--- src/rtl/shift_pkg.sv ---
// Shared definitions for the iterative shifter: op and state encodings,
// common widths and the legal-STEP check.
package shift_pkg;

  localparam int unsigned DATA_W  = 32;
  localparam int unsigned SHAMT_W = 5;

  typedef enum logic [1:0] {
    OP_SLL  = 2'b00,
    OP_SRL  = 2'b01,
    OP_SRA  = 2'b10,
    OP_PASS = 2'b11
  } op_e;

  typedef enum logic [1:0] {
    S_IDLE  = 2'b00,
    S_SHIFT = 2'b01,
    S_DONE  = 2'b10
  } state_e;

  function automatic bit step_is_legal(input int unsigned step);
    return (step == 1) || (step == 2) || (step == 4) || (step == 8);
  endfunction

endpackage

--- src/rtl/shift_step.sv ---
// One combinational shift stage: moves the value by amt_i (0..STEP) positions
// using the fill rule selected by op_i.
module shift_step
  import shift_pkg::*;
#(
  parameter  int unsigned STEP  = 1,
  localparam int unsigned AMT_W = $clog2(STEP + 1)
) (
  input  logic [DATA_W-1:0] value_i,
  input  op_e               op_i,
  input  logic [AMT_W-1:0]  amt_i,
  output logic [DATA_W-1:0] value_o
);

  // NOTE: every always_comb output gets a default first so no path can infer a latch.
  always_comb begin
    value_o = value_i;
    case (op_i)
      OP_SLL:  value_o = value_i << amt_i;
      OP_SRL:  value_o = value_i >> amt_i;
      OP_SRA:  value_o = DATA_W'($signed(value_i) >>> amt_i);
      default: value_o = value_i;
    endcase
  end

endmodule

--- src/rtl/shift_unit.sv ---
// Multi-cycle SLL/SRL/SRA unit: shifts up to STEP positions per clock under a
// start/busy/done handshake; DataOut holds the last completed result.
module shift_unit
  import shift_pkg::*;
#(
  parameter int unsigned STEP = 1
) (
  input  logic                CLK,
  input  logic                Reset,
  input  logic                Start,
  input  logic [1:0]          Op,
  input  logic [DATA_W-1:0]   DataIn,
  input  logic [SHAMT_W-1:0]  Shamt,
  output logic [DATA_W-1:0]   DataOut,
  output logic                Busy,
  output logic                Done
);

  localparam int unsigned AMT_W = $clog2(STEP + 1);

  if (!step_is_legal(STEP)) begin : g_bad_step
    $error("shift_unit: STEP must be 1, 2, 4 or 8");
  end

  state_e               state_q;
  op_e                  op_q;
  logic [DATA_W-1:0]    work_q;
  logic [DATA_W-1:0]    work_d;
  logic [SHAMT_W-1:0]   rem_q;
  logic [SHAMT_W-1:0]   rem_d;
  logic [DATA_W-1:0]    data_out_q;
  logic                 busy_q;
  logic                 done_q;
  logic [AMT_W-1:0]     k;
  logic                 accept;
  logic                 no_shift;

  // k = min(STEP, remaining); when remaining < STEP it fits in AMT_W bits.
  always_comb begin
    k        = (rem_q >= SHAMT_W'(STEP)) ? AMT_W'(STEP) : AMT_W'(rem_q);
    rem_d    = rem_q - SHAMT_W'(k);
    accept   = Start && (state_q != S_SHIFT);
    no_shift = (Shamt == '0) || (op_e'(Op) == OP_PASS);
  end

  shift_step #(
    .STEP (STEP)
  ) u_step (
    .value_i (work_q),
    .op_i    (op_q),
    .amt_i   (k),
    .value_o (work_d)
  );

  // NOTE: sequential state uses non-blocking assignments so every register samples pre-edge values.
  always_ff @(posedge CLK or posedge Reset) begin
    if (Reset) begin
      state_q    <= S_IDLE;
      op_q       <= OP_SLL;
      work_q     <= '0;
      rem_q      <= '0;
      data_out_q <= '0;
      busy_q     <= 1'b0;
      done_q     <= 1'b0;
    end else begin
      done_q <= 1'b0;
      case (state_q)
        S_IDLE, S_DONE: begin
          busy_q  <= 1'b0;
          state_q <= S_IDLE;
          if (accept) begin
            work_q <= DataIn;
            rem_q  <= Shamt;
            op_q   <= op_e'(Op);
            if (no_shift) begin
              data_out_q <= DataIn;
              done_q     <= 1'b1;
              state_q    <= S_DONE;
            end else begin
              busy_q  <= 1'b1;
              state_q <= S_SHIFT;
            end
          end
        end
        S_SHIFT: begin
          work_q <= work_d;
          rem_q  <= rem_d;
          if (rem_d == '0) begin
            data_out_q <= work_d;
            done_q     <= 1'b1;
            busy_q     <= 1'b0;
            state_q    <= S_DONE;
          end
        end
        default: begin
          busy_q  <= 1'b0;
          state_q <= S_IDLE;
        end
      endcase
    end
  end

  assign DataOut = data_out_q;
  assign Busy    = busy_q;
  assign Done    = done_q;

endmodule
--- config.mk ---
export PLATFORM = sky130hd
export DESIGN_NAME = shift_unit
export DESIGN_NICKNAME = d
export VERILOG_FILES = /design/src/rtl/shift_pkg.sv /design/src/rtl/shift_step.sv /design/src/rtl/shift_unit.sv
export SDC_FILE = /design/constraint.sdc
export NUM_CORES = 1
export LEC_CHECK = 0
export BUFFER_PORTS_ARGS = -buffer_cell sky130_fd_sc_hd__buf_4
export CAP_MARGIN = 15
export CORE_MARGIN = 4
export CORE_UTILIZATION = 55
export CTS_CLUSTER_DIAMETER = 40
export DETAILED_ROUTE_END_ITERATION = 7
export PLACE_DENSITY = 0.79
export SYNTH_ARGS = -nofsm -noshare
export SYNTH_HDL_FRONTEND = slang
export SYNTH_SLANG_ARGS = --single-unit
export TNS_END_PERCENT = 10
--- constraint.sdc ---
create_clock -name CLK -period 7.45 [get_ports CLK]
set_clock_uncertainty 0.2 [all_clocks]
set_input_delay 1.49 -clock CLK [delete_from_list [all_inputs] [get_ports CLK]]
set_output_delay 1.49 -clock CLK [all_outputs]
set_load 0.01 [all_outputs]
# ---- After elaboration in Yosys (flattened, before gate mapping)
# Index checks and enable logic that the tools add are counted.
dict set report classes {
  shift 3
  div_mod_pow 0
  reduce_logical 11
  n_bitwise 0
  order_cmp 1
  n_eq_ne 9
  add_sub_neg 1
  mux 22
  mul 0
}
# cell count
set ops {}
lappend ops {{two-way mux 32 bit} 4}
lappend ops {{one-hot mux 32 bit (2 select lines)} 2}
lappend ops {{one-hot mux 32 bit (3 select lines)} 1}
lappend ops {{<< shifter 32 x 1 -> 32 bit} 1}
lappend ops {{>> shifter 32 x 1 -> 32 bit} 1}
lappend ops {{>>> shifter 32 x 1 -> 32 bit} 1}
lappend ops {{logical NOT 5 bit} 2}
lappend ops {{one-hot mux 5 bit (2 select lines)} 1}
lappend ops {{two-way mux 1 bit} 7}
lappend ops {{equality test 2 bit, second input constant} 3}
lappend ops {{two-way mux 2 bit} 3}
lappend ops {{inequality test 2 bit, second input constant} 3}
lappend ops {{greater-or-equal comparator 5 x 1 -> 1 bit, second input constant} 1}
lappend ops {{two-way mux 5 bit} 1}
lappend ops {{subtractor 5 x 1 -> 5 bit} 1}
lappend ops {{equality test 2 x 1 -> 1 bit, second input constant} 2}
lappend ops {{logical NOT 2 bit} 2}
lappend ops {{one-hot mux 1 bit (2 select lines)} 2}
lappend ops {{one-hot mux 2 bit (2 select lines)} 1}
lappend ops {{AND reduction 2 bit} 2}
lappend ops {{AND reduction 4 bit} 1}
lappend ops {{inequality test 2 x 1 -> 1 bit, second input constant} 1}
lappend ops {{nonzero test 2 bit} 1}
lappend ops {{OR reduction 2 bit} 1}
lappend ops {{2 further kinds} 2}
dict set report word_totals {
  elab_cells 54
  ram_bits 0
  latchBits 0
  memories 0
  romBits 0
  regBits 75
}

# ---- Logic depth before layout (Yosys ltp)
dict set report logic_depth {
  word_depth 6
  ltp_mapped 10
  mapped_depth_nobuf 8
}

# ---- Hierarchy
# Synthesis repeated with hierarchy kept, for this count alone.
dict set report hier_totals {
  hier_cells 526
  hier_area_um2 5146.2
}
# mod area_each_um2 instances seq_area_each_um2 cells_each
set by_module_without_submodules {}
lappend by_module_without_submodules {shift_unit 3628.5 1 1876.8 372}
lappend by_module_without_submodules {shift_step 1517.7 1 0.0 154}

# ---- Worst setup path after synthesis
# OpenSTA, ideal clock, no wires.
dict set report synth_path {
  path_kind {input -> register}
  from {input port Shamt[0]}
  to {register data_out_q[6] (netlist: DataOut[6])}
  arrival_time_ns 2.475
  t_required_ns 7.129
  n_path_buf 1
  slack_ns 4.653
  path_stages 6
  path_cell_list {nor3_1 > a22oi_1 > o22ai_2 > buf_2 > nand2_1 > o22a_1}
}
dict set report synth_between {
  elab_chain_cells 4
}
# item line
set synth_lines {}
lappend synth_lines {{from (decl)} shift_unit.sv:13} ;# input logic [SHAMT_W-1:0] Shamt,
lappend synth_lines {{logical NOT 5 bit} shift_unit.sv:43} ;# no_shift = (Shamt == '0) || (op_e'(Op) == OP_PASS);
lappend synth_lines {{logical OR 1 bit} shift_unit.sv:43}
lappend synth_lines {{inequality test 2 bit (no source line)} -}
lappend synth_lines {{AND reduction 4 bit (no source line)} -}
lappend synth_lines {{to (signal assigned)} shift_unit.sv:76} ;# data_out_q <= DataIn;
lappend synth_lines {{to (signal assigned)} shift_unit.sv:89} ;# data_out_q <= work_d;
lappend synth_lines {{to (decl)} shift_unit.sv:31} ;# logic [DATA_W-1:0] data_out_q;
# Every way passes these cells.
# A chain may end at the register's enable or synchronous reset.

# ---- Final worst setup path
dict set report layout_path {
  from {register rem_q[4]}
  to {register data_out_q[2] (netlist: DataOut[2])}
}
dict set report layout_between {
  elab_chain_cells 6
  word_cells_on_any_way 12
}
# item line
set layout_lines {}
lappend layout_lines {{from (decl)} shift_unit.sv:29} ;# logic [SHAMT_W-1:0] rem_q;
lappend layout_lines {{from (signal assigned)} shift_unit.sv:73} ;# rem_q <= Shamt;
lappend layout_lines {{from (signal assigned)} shift_unit.sv:87} ;# rem_q <= rem_d;
lappend layout_lines {{greater-or-equal comparator 5 x 1 -> 1 bit} shift_unit.sv:40} ;# k = (rem_q >= SHAMT_W'(STEP)) ? AMT_W'(STEP) : AMT_W'(rem_q);
lappend layout_lines {{two-way mux 1 bit} shift_unit.sv:40}
lappend layout_lines {{subtractor 5 x 1 -> 5 bit (tied with other cells)} shift_unit.sv:41} ;# rem_d = rem_q - SHAMT_W'(k);
lappend layout_lines {{logical NOT 5 bit or one-hot mux 32 bit (3 select lines) (tied branches)} {shift_unit.sv:88, shift_step.sv:18}}
lappend layout_lines {{inequality test 2 bit (no source line) or two-way mux 32 bit (tied branches)} -}
lappend layout_lines {{AND reduction 4 bit (no source line) or one-hot mux 32 bit (2 select lines) (tied branches)} -}
# Parallel ways exist; a longest one is shown, timed or not. The select of a mux whose other input is x is not followed.

==> flow_metrics.tcl <==
set metrics [dict create \
    outcome "completed" \
    seq_area_frac_synth_pct 42.9 \
    synthArstFlopShare_pct 100 \
    fin_tns_setup_ns 0 \
    areaGrowthSynthToFinish_pct 18.7 \
    ios 76 \
    slowest_stage "buf_4" \
    slew_viol_final 0 \
    wl_per_cell_um 16.1 \
    overflow 0 \
    grt_pass1_vias 3825 \
    die_w_um 97.2 \
    synth_top_family_by_area "compound AO/OA/AOI/OAI gates" \
    setup_viol 0 \
    cts_setup_buffers 0 \
    synth_mux_area_share_pct 8.36 \
    fmaxAchievable_ghz 0.304 \
    netSwitchingFraction_pct 42.6 \
    synth_commonest_cells "dfrtp_1 (75), nor2_1 (73), nand2_1 (72)" \
    cts.clk_slew.worst_paths_ns 0.08 \
    synth_compound_area_share_pct 24.7 \
    avgSynthCellArea_um2 8.90 \
    ys_ff_latch 75 \
    cts_hold_buf 0 \
    crit_type "flip-flop to flip-flop" \
    synth.distinct_cells 48 \
    setup_slack_ns 4.16 \
    ys.flop_type "dfrtp_1" \
    end_kind "flip-flop" \
    grt_pass1_wl_um 18500 \
    finalCritPeriodShare_pct 44.2 \
    die_height_um 97.2 \
    fin_crit_ns 3.29 \
    max_slew.worst_pin.slew_ns 1.12 \
    fin_nets 587 \
    die_area_um2 9440 \
    diodes 0 \
    synth_xor_area_share_pct 0.401 \
    core_region_area_um2 7730 \
    pwr-share-seq_pct 30.3 \
    synth_area_um2 4370 \
    crit_family "simple AND/OR/NAND/NOR gates" \
    clock_sinks 75 \
    comb_power_share_pct 55.7 \
    worst-path-buf-inv 1 \
    firstDrtPassIters 5 \
    worstPathRequired_ns 7.49 \
    gp_congestion 0.794 \
    yosys_warnings 0 \
    routed_via_density 5.94 \
    synthTopCellsByArea "dfrtp_1 (43%), o22a_1 (9.6%), mux2_2 (7.2%)" \
    postRouteAntennaNets 0 \
    routed_wl_um 10500 \
    hold_viol 0 \
    synth_adder_area_share_pct 0.286 \
    cp-start-kind "flip-flop" \
    power_switching_w 0.00117 \
    arrival_ns 3.33 \
    p_leak_nw 2.21 \
    vias 3869 \
    clkPwrFrac_pct 13.9 \
    max_cap_violations 0 \
    yosysMostFrequentCell "dfrtp_1" \
    grt_usage_pct 23.3 \
    crit_path_max_incr_delay_ns 0.52 \
    drc_errors 0 \
    synthesis.nets 534 \
    crit_chain "nor4_4, nor2_1, ha_1, xnor2_1, o2111ai_1, o22ai_4, buf_4, mux2_2" \
    synth_top_area_cell "dfrtp_1" \
    rows 32 \
    start_util_pct 56.6 \
    cp_max_fo 63 \
    grt_max_degree 76 \
    cts_buffers 9 \
    synth_edf_count 0 \
    p_int_w 0.00157 \
    syn_inst 491 \
    whs_ns 0.312 \
    antenna_found_initial 0 \
    synth.top_cell.area_share_pct 42.9 \
    clock_path_buffers 2 \
    cts-root-buf "clkbuf_8" \
    hold_class "flip-flop to flip-flop" \
    portBuffers 75 \
    fillers 666 \
    drive_above_1_share_pct 28.8 \
    clock_latency_ns 0.35 \
    dpl.hpwl_um 6760 \
    place_ws_ns 3.83 \
    max_slew_margin_pct 25.4 \
    vdd_drop_max_mv 0.240 \
    p_total_w 0.00274 \
    grt_setup_unrepaired "no" \
    h-tree-depth 3 \
    drt_iter0_markers 378 \
    cts_tree "yes" \
    yosys.area_share.simple_pct 18.6 \
    powerDensity_nw_per_um2 529 \
    cts_resized 0 \
]
## worst reg2reg max path, delay by kind of cell (launching register included)
kind | cells | cell delay (ns)
AO/OA/AOI/OAI | 2 | 0.48
XOR/XNOR | 1 | 0.17
adder cells (fa/ha/maj) | 1 | 0.28
buffers and inverters | 1 | 0.52
flip-flops | 1 | 0.48
multiplexers | 1 | 0.48
AND/OR/NAND/NOR | 2 | 0.59
## power groups by stage
stage | combinational, W | sequential (W) | clock, W
after CTS | 0.00154 | 0.000828 | 0.000388
after global placement | 0.00147 | 0.000825 | 0
after floorplan | 0.00115 | 0.000811 | 0
final | 0.00153 | 0.000832 | 0.000382
after detailed placement | 0.00153 | 0.000834 | 0
after global routing | 0.00170 | 0.000871 | 0.000407
## routing by layer
metal  wire length, um  GRT usage [%]  vias up
met5                 0              0        -
met2              5110           38.9      137
li1                  -              -     1863
met1              4500           30.3     1858
met3               738           4.74       11
met4               130           7.78        0
## path summary, 6_finish.rpt
path,cells after the start,slack (ns),from,end
max,8,4.16,rem_q[4],DataOut[2]
min,2,0.31,Busy,Busy
max reg2reg,8,4.16,rem_q[4],DataOut[2]
min reg2reg,2,0.31,Busy,Busy
max in group asynchronous,3,5.17,Reset,work_q[7]
min in group asynchronous,3,1.20,Reset,DataOut[1]
## cell usage in the layout, fill, tap and decap left out, types with 2 or more instances in the layout
master	synthesis	routed
xnor2_1	2	2
inv_1	8	7
a21oi_1	11	11
nor3_1	4	4
clkinv_2	0	2
a22oi_1	2	2
a2bb2oi_1	2	2
nand2_1	72	72
o221ai_1	2	2
mux2_2	28	28
o21ai_1	24	24
a31oi_1	3	3
buf_4	0	81
clkbuf_8	0	10
o22ai_1	31	31
bufinv_16	0	3
nor2_2	20	20
o22ai_2	3	2
nand3_1	3	3
a21o_1	2	2
and2_1	2	2
o21ai_0	9	9
mux2i_1	5	5
dfrtp_1	75	75
o22a_1	48	48
nor2_1	73	73
## flip-flops by register name, indices dropped and copies added, names as in the netlist
register and cells:
work_q 32, rem_q 5, state_q 2, op_q 2, Done 1, DataOut 32, Busy 1
## logic make-up after synthesis
group                    Yosys count
XOR/XNOR                           2
adder cells (fa/ha/maj)            1
flip-flops                        75
AO/OA/AOI/OAI                    148
AND/OR/NAND/NOR                  185
multiplexers                      33
buffers and inverters             47
## area by class of cell
| cell class | count | area, um^2 | area share [%] |
|---|---|---|---|
| clock buffer | 11 | 141 | 2.72 |
| clock inverter | 5 | 100 | 1.93 |
| inverter | 8 | 30.0 | 0.578 |
| multi-input combinational | 369 | 2310 | 44.4 |
| sequential | 75 | 1880 | 36.2 |
| tap | 102 | 128 | 2.46 |
| timing repair buffer | 81 | 608 | 11.7 |
## metrics by stage
step	instances	instance area (um^2)	utilization, %
2_1_floorplan	491	4370	-
4_1_cts	651	5190	67.2
6_report	651	5190	67.2
3_5_place_dp	635	4950	64.1
5_1_grt	651	5190	67.2
3_3_place_gp	635	4950	64.1
No activity file was read; power rests on OpenSTA's default activity.
